File: src/rtl/fetch_stage.sv
// fetch_stage: PC and one-cycle-latency instruction fetch with a stall skid buffer,
// feeding the IF/ID pipeline register.
module fetch_stage #(
    parameter int PC_W     = 8,
    parameter int INSTR_W  = 32,
    parameter int RESET_PC = 0
) (
    input  logic               clk,
    input  logic               rst_n,
    input  logic               stall,
    input  logic               redirect_valid,
    input  logic [PC_W-1:0]    redirect_pc,
    output logic               imem_en,
    output logic [PC_W-1:0]    imem_addr,
    input  logic [INSTR_W-1:0] imem_rdata,
    output logic               ifid_valid,
    output logic [INSTR_W-1:0] ifid_instr,
    output logic [3:0]         ifid_opcode,
    output logic [PC_W-1:0]    ifid_pc,
    output logic [PC_W-1:0]    ifid_pc_plus1
);
    localparam logic [0:0] RUN  = 1'b0;
    localparam logic [0:0] HOLD = 1'b1;
    logic [0:0]         state;
    logic [PC_W-1:0]    pc, req_pc, buf_pc;
    logic               req_valid, buf_valid;
    logic [INSTR_W-1:0] buf_instr, fetched;
    // Invalid slots must carry a NOP, so memory data is only taken for real fetches.
    assign fetched       = req_valid ? imem_rdata : '0;
    assign imem_en       = rst_n & ~stall & ~redirect_valid;
    assign imem_addr     = pc;
    assign ifid_opcode   = ifid_instr[INSTR_W-1 -: 4];
    assign ifid_pc_plus1 = ifid_pc + PC_W'(1);
    always_ff @(posedge clk or negedge rst_n) begin
        if (!rst_n) begin
            pc         <= PC_W'(RESET_PC);
            req_valid  <= 1'b0;
            req_pc     <= '0;
            buf_valid  <= 1'b0;
            buf_instr  <= '0;
            buf_pc     <= '0;
            ifid_valid <= 1'b0;
            ifid_instr <= '0;
            ifid_pc    <= '0;
            state      <= RUN;
        end else if (redirect_valid) begin
            pc         <= redirect_pc;
            req_valid  <= 1'b0;
            buf_valid  <= 1'b0;
            ifid_valid <= 1'b0;
            ifid_instr <= '0;
            state      <= RUN;
        end else if (stall) begin
            if (state == RUN) begin
                buf_valid <= req_valid;
                buf_instr <= fetched;
                buf_pc    <= req_pc;
                req_valid <= 1'b0;
                state     <= HOLD;
            end
        end else begin
            req_valid  <= 1'b1;
            req_pc     <= pc;
            pc         <= pc + PC_W'(1);
            ifid_valid <= (state == HOLD) ? buf_valid : req_valid;
            ifid_instr <= (state == HOLD) ? buf_instr : fetched;
            ifid_pc    <= (state == HOLD) ? buf_pc : req_pc;
            buf_valid  <= 1'b0;
            state      <= RUN;
        end
    end
endmodule
File: config.mk
export PLATFORM = sky130hd
export DESIGN_NAME = fetch_stage
export DESIGN_NICKNAME = d
export VERILOG_FILES = /design/src/rtl/fetch_stage.sv
export SDC_FILE = /design/constraint.sdc
export NUM_CORES = 1
export LEC_CHECK = 0
export CAP_MARGIN = 15
export CELL_PAD_IN_SITES_DETAIL_PLACEMENT = 2
export CELL_PAD_IN_SITES_GLOBAL_PLACEMENT = 2
export CORE_MARGIN = 5
export CORE_UTILIZATION = 33
export DETAILED_ROUTE_END_ITERATION = 8
export PLACE_DENSITY_LB_ADDON = 0.1
export SETUP_SLACK_MARGIN = 0.4
export SLEW_MARGIN = 15
export SYNTH_ARGS = -nofsm -noshare
export SYNTH_HDL_FRONTEND = slang
export SYNTH_SLANG_ARGS = --single-unit
File: constraint.sdc
create_clock -name clk -period 2.2 [get_ports clk]
set_clock_uncertainty 0.2 [all_clocks]
set_input_delay 0.44 -clock clk [delete_from_list [all_inputs] [get_ports clk]]
set_output_delay 0.44 -clock clk [all_outputs]
set_load 0.01 [all_outputs]
==> run metrics, run 1 <==
status complete, but fails checks; violated checks negative hold slack; H-tree depth 3; Yosys top cell area share 57.4%; CP required 1.56 ns; Die Y 125 um; std cell rows 42; TritonCTS clock tree built; Mapped Cells 401; Yosys warning total 0; clock sink count 100; clock-pin slew on the worst setup and hold paths 0.07 ns; fin area 6000 um^2; crit-path max FO 3; first-pass GRT wire length 21,000 um; placed cell area 5610 um^2; Final Hold Viols 8; Synth Area in XOR/XNOR 2.01%; vias in the first global route 4,025; Max Root-Sink Buffers 2; syn_area_per_cell 10.9 um^2; Slew Limit Fails 0; Hold Crit Class input pin to asynchronous set/reset pin; synthesized-area fraction occupied by adder cells 0.574%; die width 125 um; Filler cells 1,362; crit path DAT 1.54 ns; Critical Path End Type output pin; mux cell area share after synthesis 6.20%; Post-Syn Nets 447; biggest area consumer among synthesized cells dfrtp_1; measured slew at the worst slew-check pin 0.550 ns; r2r setup slk 0.49 ns; initial core utilization 33.3%; First DRT Iteration DRCs 154; area growth from synthesis to layout 37.7%; MaxCap Viol Count 0; largest net degree at the start of global routing 101; min cycle time layout 2.18 ns; antenna viol nets, final 0; Hold Slack -0.0255 ns; setup ws final 0.0221 ns; post-DP HPWL 8310 um; Port Buffers 105; DR WL/cell 18.2 um; share of cells above drive strength 1 18.1%; routed wire length 12,500 um; CP startpoint kind flip-flop; gpl congestion 0.711; synthesis-stage register bit count 100; Pwr Total 5070 uW; Tcrit/Tclk final 99.0%; CTS Hold Bufs 0; post-synthesis simple-gate area fraction 11.6%; Leak Pwr 0.00270 uW; largest family of logic cells by synthesized area compound AO/OA/AOI/OAI gates; die area 15,600 um^2; dominant cells by area after synthesis dfrtp_1, a211oi_1, a22oi_1; routed via count 3,504; FF-to-FF path depth 4; Final setup viols 0; Worst slew margin 63.3%; worst r2r src state$_DFF_PN0_; Synth Area in Compound Gates 16.9%; max frequency 459 MHz; Pre-antenna DRT Iters 5; total core area 13,100 um^2; GR Overflow Total 0; Total GRT Usage 16.3%; Synth cell types 31; Setup TNS 0 ns; vias per inst 5.09; I/O pin total 106; nets 554; critical path class flip-flop to output pin; DP Worst Slack -0.195 ns; reg2reg end ifid_instr[26]$_DFFE_PN0N_; RSZ-0062 raised after global routing true; sequential fraction of the synthesis area 57.4%; antenna violations before repair 0; root buffer cell clkbuf_16; total CTS buffers 9; PwrDens 844 nW/um^2; diode count 0; Cell Area, Synth 4360 um^2; clock latency on the worst-skew pair 0.34 ns; VDD IR max 0.000376 V; DRC Markers 0
[final cells by class]
type                            count  area, um^2  share of cell area (%)
Sequential cell                   100        2520                    41.9
Clock inverter                      5         108                    1.79
Multi-Input combinational cell    262        1670                    27.9
Tap cell                          176         220                    3.67
Timing Repair Buffer              132        1230                    20.5
Clock buffer                       11         243                    4.05
Inverter                            3        11.3                   0.188
[worst max-delay path, cell delays in order (launching register included)]
cell     delay (ns)
dfrtp_1        0.40
ha_2           0.21
and3_4         0.21
nand3_4        0.07
xnor2_2        0.15
buf_2          0.16
[flip-flops by register name, indices dropped and copies added, names as in the netlist]
signal and count:
buf_instr 32, buf_pc 8, buf_valid 1, ifid_instr 32, ifid_pc 8, ifid_valid 1
imem_addr 8, req_pc 8, req_valid 1, state 1
[layer usage]
metal | global-route usage (%) | wire [um] | up-vias
li1 | - | - | 1626
met2 | 28.2 | 6560 | 72
met3 | 3.64 | 433 | 12
met5 | 0 | 0 | -
met1 | 20.4 | 5320 | 1794
met4 | 5.29 | 197 | 0
[power breakdown]
| part | internal, uW | switching, uW |
|---|---|---|
| Sequential | 2060 | 166 |
| Clock | 1150 | 691 |
| Combinational | 514 | 487 |
[logic make-up (layout without fill, tap and decap cells)]
| kind of cell | count (synthesis) | in the layout |
|---|---|---|
| compound gates | 115 | 115 |
| simple gates | 110 | 110 |
| flops | 100 | 100 |
| buf+inv | 39 | 151 |
| mux | 25 | 25 |
| xor+xnor | 10 | 10 |
| fa+ha+maj | 2 | 2 |
[per-stage QoR]
stage,std cells,util [%]
final,689,45.9
after global routing,689,45.9
after CTS,687,45.4
after detailed placement,663,42.9
after global placement,663,42.9
after floorplan,401,-
[worst max path at each step]
stage | startpoint | endpoint | slack [ns]
final | ifid_pc[0]$_DFFE_PN0P_ | ifid_pc_plus1[6] | 0.02
after global routing | ifid_pc[0]$_DFFE_PN0P_ | ifid_pc_plus1[6] | -0.04
after CTS | ifid_pc[0]$_DFFE_PN0P_ | ifid_pc_plus1[6] | 0.03
after detailed placement | stall | imem_en | -0.20
after global placement | stall | imem_en | -0.16
after floorplan | ifid_pc[0]$_DFFE_PN0P_ | ifid_pc_plus1[6] | 0.41
[synth_stat cells, drive strengths merged]
master and number:
and3 1, nand2b 1, mux2i 9, nor2b 4, clkbuf 13, nand4b 2
o21ai 40, ha 2, xor2 5, xnor2 5, a22oi 32, or4 3
nand3b 1, mux2 16, a211oi 33, inv 3, nand3 6, and4 1
and2b 1, nor2 44, nand2 43, and2 1, dfrtp 100, a21oi 10
buf 23, nand4 2
[cell usage in the layout, fill, tap and decap left out, types with 8 or more instances in the layout]
cell type / count
a211oi_1: 32
a21oi_1: 10
a22oi_1: 32
buf_2: 9
buf_4: 19
clkbuf_16: 9
clkdlybuf4s50_1: 40
dfrtp_1: 91
dfrtp_2: 8
dlygate4sd2_1: 49
mux2_2: 16
mux2i_1: 9
nand2_1: 43
nor2_1: 42
o21ai_0: 40
[repair_timing]
item	4_1_cts	5_1_grt
pin swaps	3	4
resized for setup	105	17
setup buffers	8	2
endpoints found under the setup margin	112	13
No activity file was read; power rests on OpenSTA's default activity.
==> inputs of run 2 (changes only) <==
CORE_UTILIZATION = 28   (was 33)
clock period = 2 ns   (was 2.2 ns; I/O delays follow)
==> run metrics, run 2 (synthesis gave the netlist of run 1 again) <==
routed wire length 13,500 um (+7.6%); WP depth 5 (unchanged); diode count 0 (unchanged); die width 135 um (+7.9%); Leak Pwr 0.00274 uW (+1.6%); Clock power frac 34.8% (-1.5 points); die area 18,200 um^2 (+16%); commonest non-fill, non-tap cells in the layout dfrtp_1, nand2_1, nor2_1; share of cells above drive strength 1 31.9% (+14 points); area of the multi-input gates 1740 um^2 (+4.2%); max frequency 481 MHz; nets 580 (+4.7%); Hold Path Stages 3; Final Hold Viols 0 (-8); total core area 15,300 um^2 (+17%); combinational power share 23.0% (+3.2 points); fin area 6260 um^2 (+4.3%); total CTS buffers 9 (unchanged); Worst slew margin 61.6% (-1.7 points); clock sink count 100 (unchanged); Max Root-Sink Buffers 2 (unchanged); Tcrit/Tclk final 104%; Total GRT Usage 15.0% (-1.3 points); MaxCap Viol Count 0 (unchanged); CP required 1.40 ns (-0.16 ns); Port Buffers 105 (unchanged); CP startpoint kind flip-flop; routed via count 3,562 (+1.7%); clock latency on the worst-skew pair 0.35 ns (about the same); crit-path leading delay family flip-flops; H-tree depth 3 (unchanged); antenna viol nets, final 0 (unchanged); antenna violations before repair 0 (unchanged); DR WL/cell 17.9 um (-1.2%); FF-to-FF path depth 5 (+1); initial core utilization 28.6% (-4.7 points); largest net degree at the start of global routing 101 (unchanged); internal power 4200 uW (+13%); switching share of power 27.1% (+0.52 points); violated checks negative setup slack; register area 2510 um^2 (about the same); First DRT Iteration DRCs 83 (-46%); Final setup viols 4 (+4); measured slew at the worst slew-check pin 0.575 ns (+0.0251 ns); I/O pin total 106 (unchanged); CP Cell Sequence buf_6 > and4_4 > nand4_1 > xnor2_2 > buf_2; critical path's slowest cell dfrtp_2; Filler cells 1,613 (+18%); std cell rows 45 (+7.1%); vias in the first global route 4,008 (-0.42%); TritonCTS clock tree built; vias per inst 4.75 (-6.6%); gpl congestion 0.728 (+2.3%); Hold Crit Class input pin to flip-flop; DRC Markers 0 (unchanged); Bufs and invs on worst path 2 (+1); post-DP HPWL 8800 um (+5.9%); clock-pin slew on the worst setup and hold paths 0.07 ns (about the same); Hold Slack 0.272 ns (+0.297 ns); crit path DAT 1.48 ns (-0.06 ns); setup ws final -0.0781 ns (-0.100 ns); Slew Limit Fails 0 (unchanged); Regs by FF count buf_instr x32, ifid_instr x32; Worst path max stage delay 0.37 ns (-0.03 ns); placed cell area 5740 um^2 (+2.3%); commonest non-fill, non-tap cell in the layout dfrtp_1; min cycle time layout 2.08 ns; PwrDens 920 nW/um^2 (+9.0%); crit-path max FO 2 (-1); Pre-antenna DRT Iters 4 (-1); VDD IR max 0.000370 V (-1.6%); RSZ-0062 raised after global routing true; first-pass GRT wire length 21,700 um (+3.2%); status complete, but fails checks; area growth from synthesis to layout 43.7%; Critical Path End Type output pin; Psw 1560 uW (+16%); root buffer cell clkbuf_16; sequential share of power 42.2% (-1.7 points); Die Y 135 um (+7.9%); GR Overflow Total 0 (unchanged); critical path class flip-flop to output pin
## run 2: changes by cell type in the layout (fill, tap and decap cells not counted), moves of 2 or more
cell / delta
a211oi_1: -4
a211oi_2: +4
buf_2: +19
buf_4: +14
buf_6: +18
clkbuf_2: +14
clkdlybuf4s15_1: +9
clkinvlp_4: +3
dfrtp_2: +2
dlygate4sd2_1: -49
xnor2_1: -2
xnor2_2: +2
## run 2: area by class of cell
cell class,instances,share of cell area [%]
sequential,100,40.2
multi-input combinational,262,27.8
timing repair buffer,158,22.1
tap,211,4.22
clock buffer,10,3.66
clock inverter,6,1.80
inverter,3,0.180
## run 2: repair_timing
item | 4_1_cts | 5_1_grt
hold buffers | 1 | 0
endpoints found under the setup margin | 128 | 52
resized for setup | 233 | 35
endpoints found under the hold margin | 100 | 0
setup buffers | 20 | 6
cloned | 0 | 1
pin swaps | 4 | 9
## run 2: worst paths after layout
check | to | slack, ns | startpoint
max | ifid_pc_plus1[7] | -0.08 | ifid_pc[0]$_DFFE_PN0P_
max in group asynchronous | imem_addr[3]$_DFFE_PN0N_ | 0.61 | rst_n
min in group asynchronous | ifid_pc[6]$_DFFE_PN0P_ | 0.52 | rst_n
min | req_valid$_DFFE_PN0P_ | 0.27 | stall
max reg2reg | imem_addr[7]$_DFFE_PN0N_ | 0.41 | imem_addr[2]$_DFFE_PN0N_
min reg2reg | buf_instr[21]$_DFFE_PN0P_ | 0.29 | buf_instr[21]$_DFFE_PN0P_
## run 2: per-stage QoR
| step | util [%] | instances | power, uW | setup TNS [ns] | setup WS (ns) |
|---|---|---|---|---|---|
| floorplan | - | 401 | 2980 | 0 | 0.297 |
| global placement | 37.6 | 706 | 3600 | -2.19 | -0.318 |
| finish | 41.0 | 750 | 5760 | -0.142 | -0.0781 |
| global route | 41.0 | 750 | 6080 | -0.577 | -0.171 |
| CTS | 41.1 | 743 | 5800 | -0.202 | -0.101 |
| detailed placement | 37.6 | 706 | 3660 | -3.53 | -0.316 |
## run 2: power by group through the flow
stage / combinational, uW / clock [uW] / sequential, uW
2_1_floorplan: 495 / 0 / 2490
3_3_place_gp: 1140 / 0 / 2460
3_5_place_dp: 1180 / 0 / 2480
4_1_cts: 1300 / 2070 / 2430
5_1_grt: 1460 / 2160 / 2460
6_report: 1330 / 2000 / 2430
## run 2: per-layer routing
metal | GRT usage [%] | share of wire [%] | wire, um | up-vias
met5 | 0 | 0 | 0 | -
met1 | 18.9 | 46 | 6160 | 1786
met4 | 5.77 | 1.5 | 202 | 0
met2 | 25.2 | 49 | 6530 | 73
li1 | - | - | - | 1690
met3 | 3.13 | 4.2 | 570 | 13
## run 2: worst min-delay path, delay by kind of cell
kind | cells | cell delay, ns
buffers and inverters | 2 | 0.29
AOI/OAI and AO/OA | 1 | 0.08
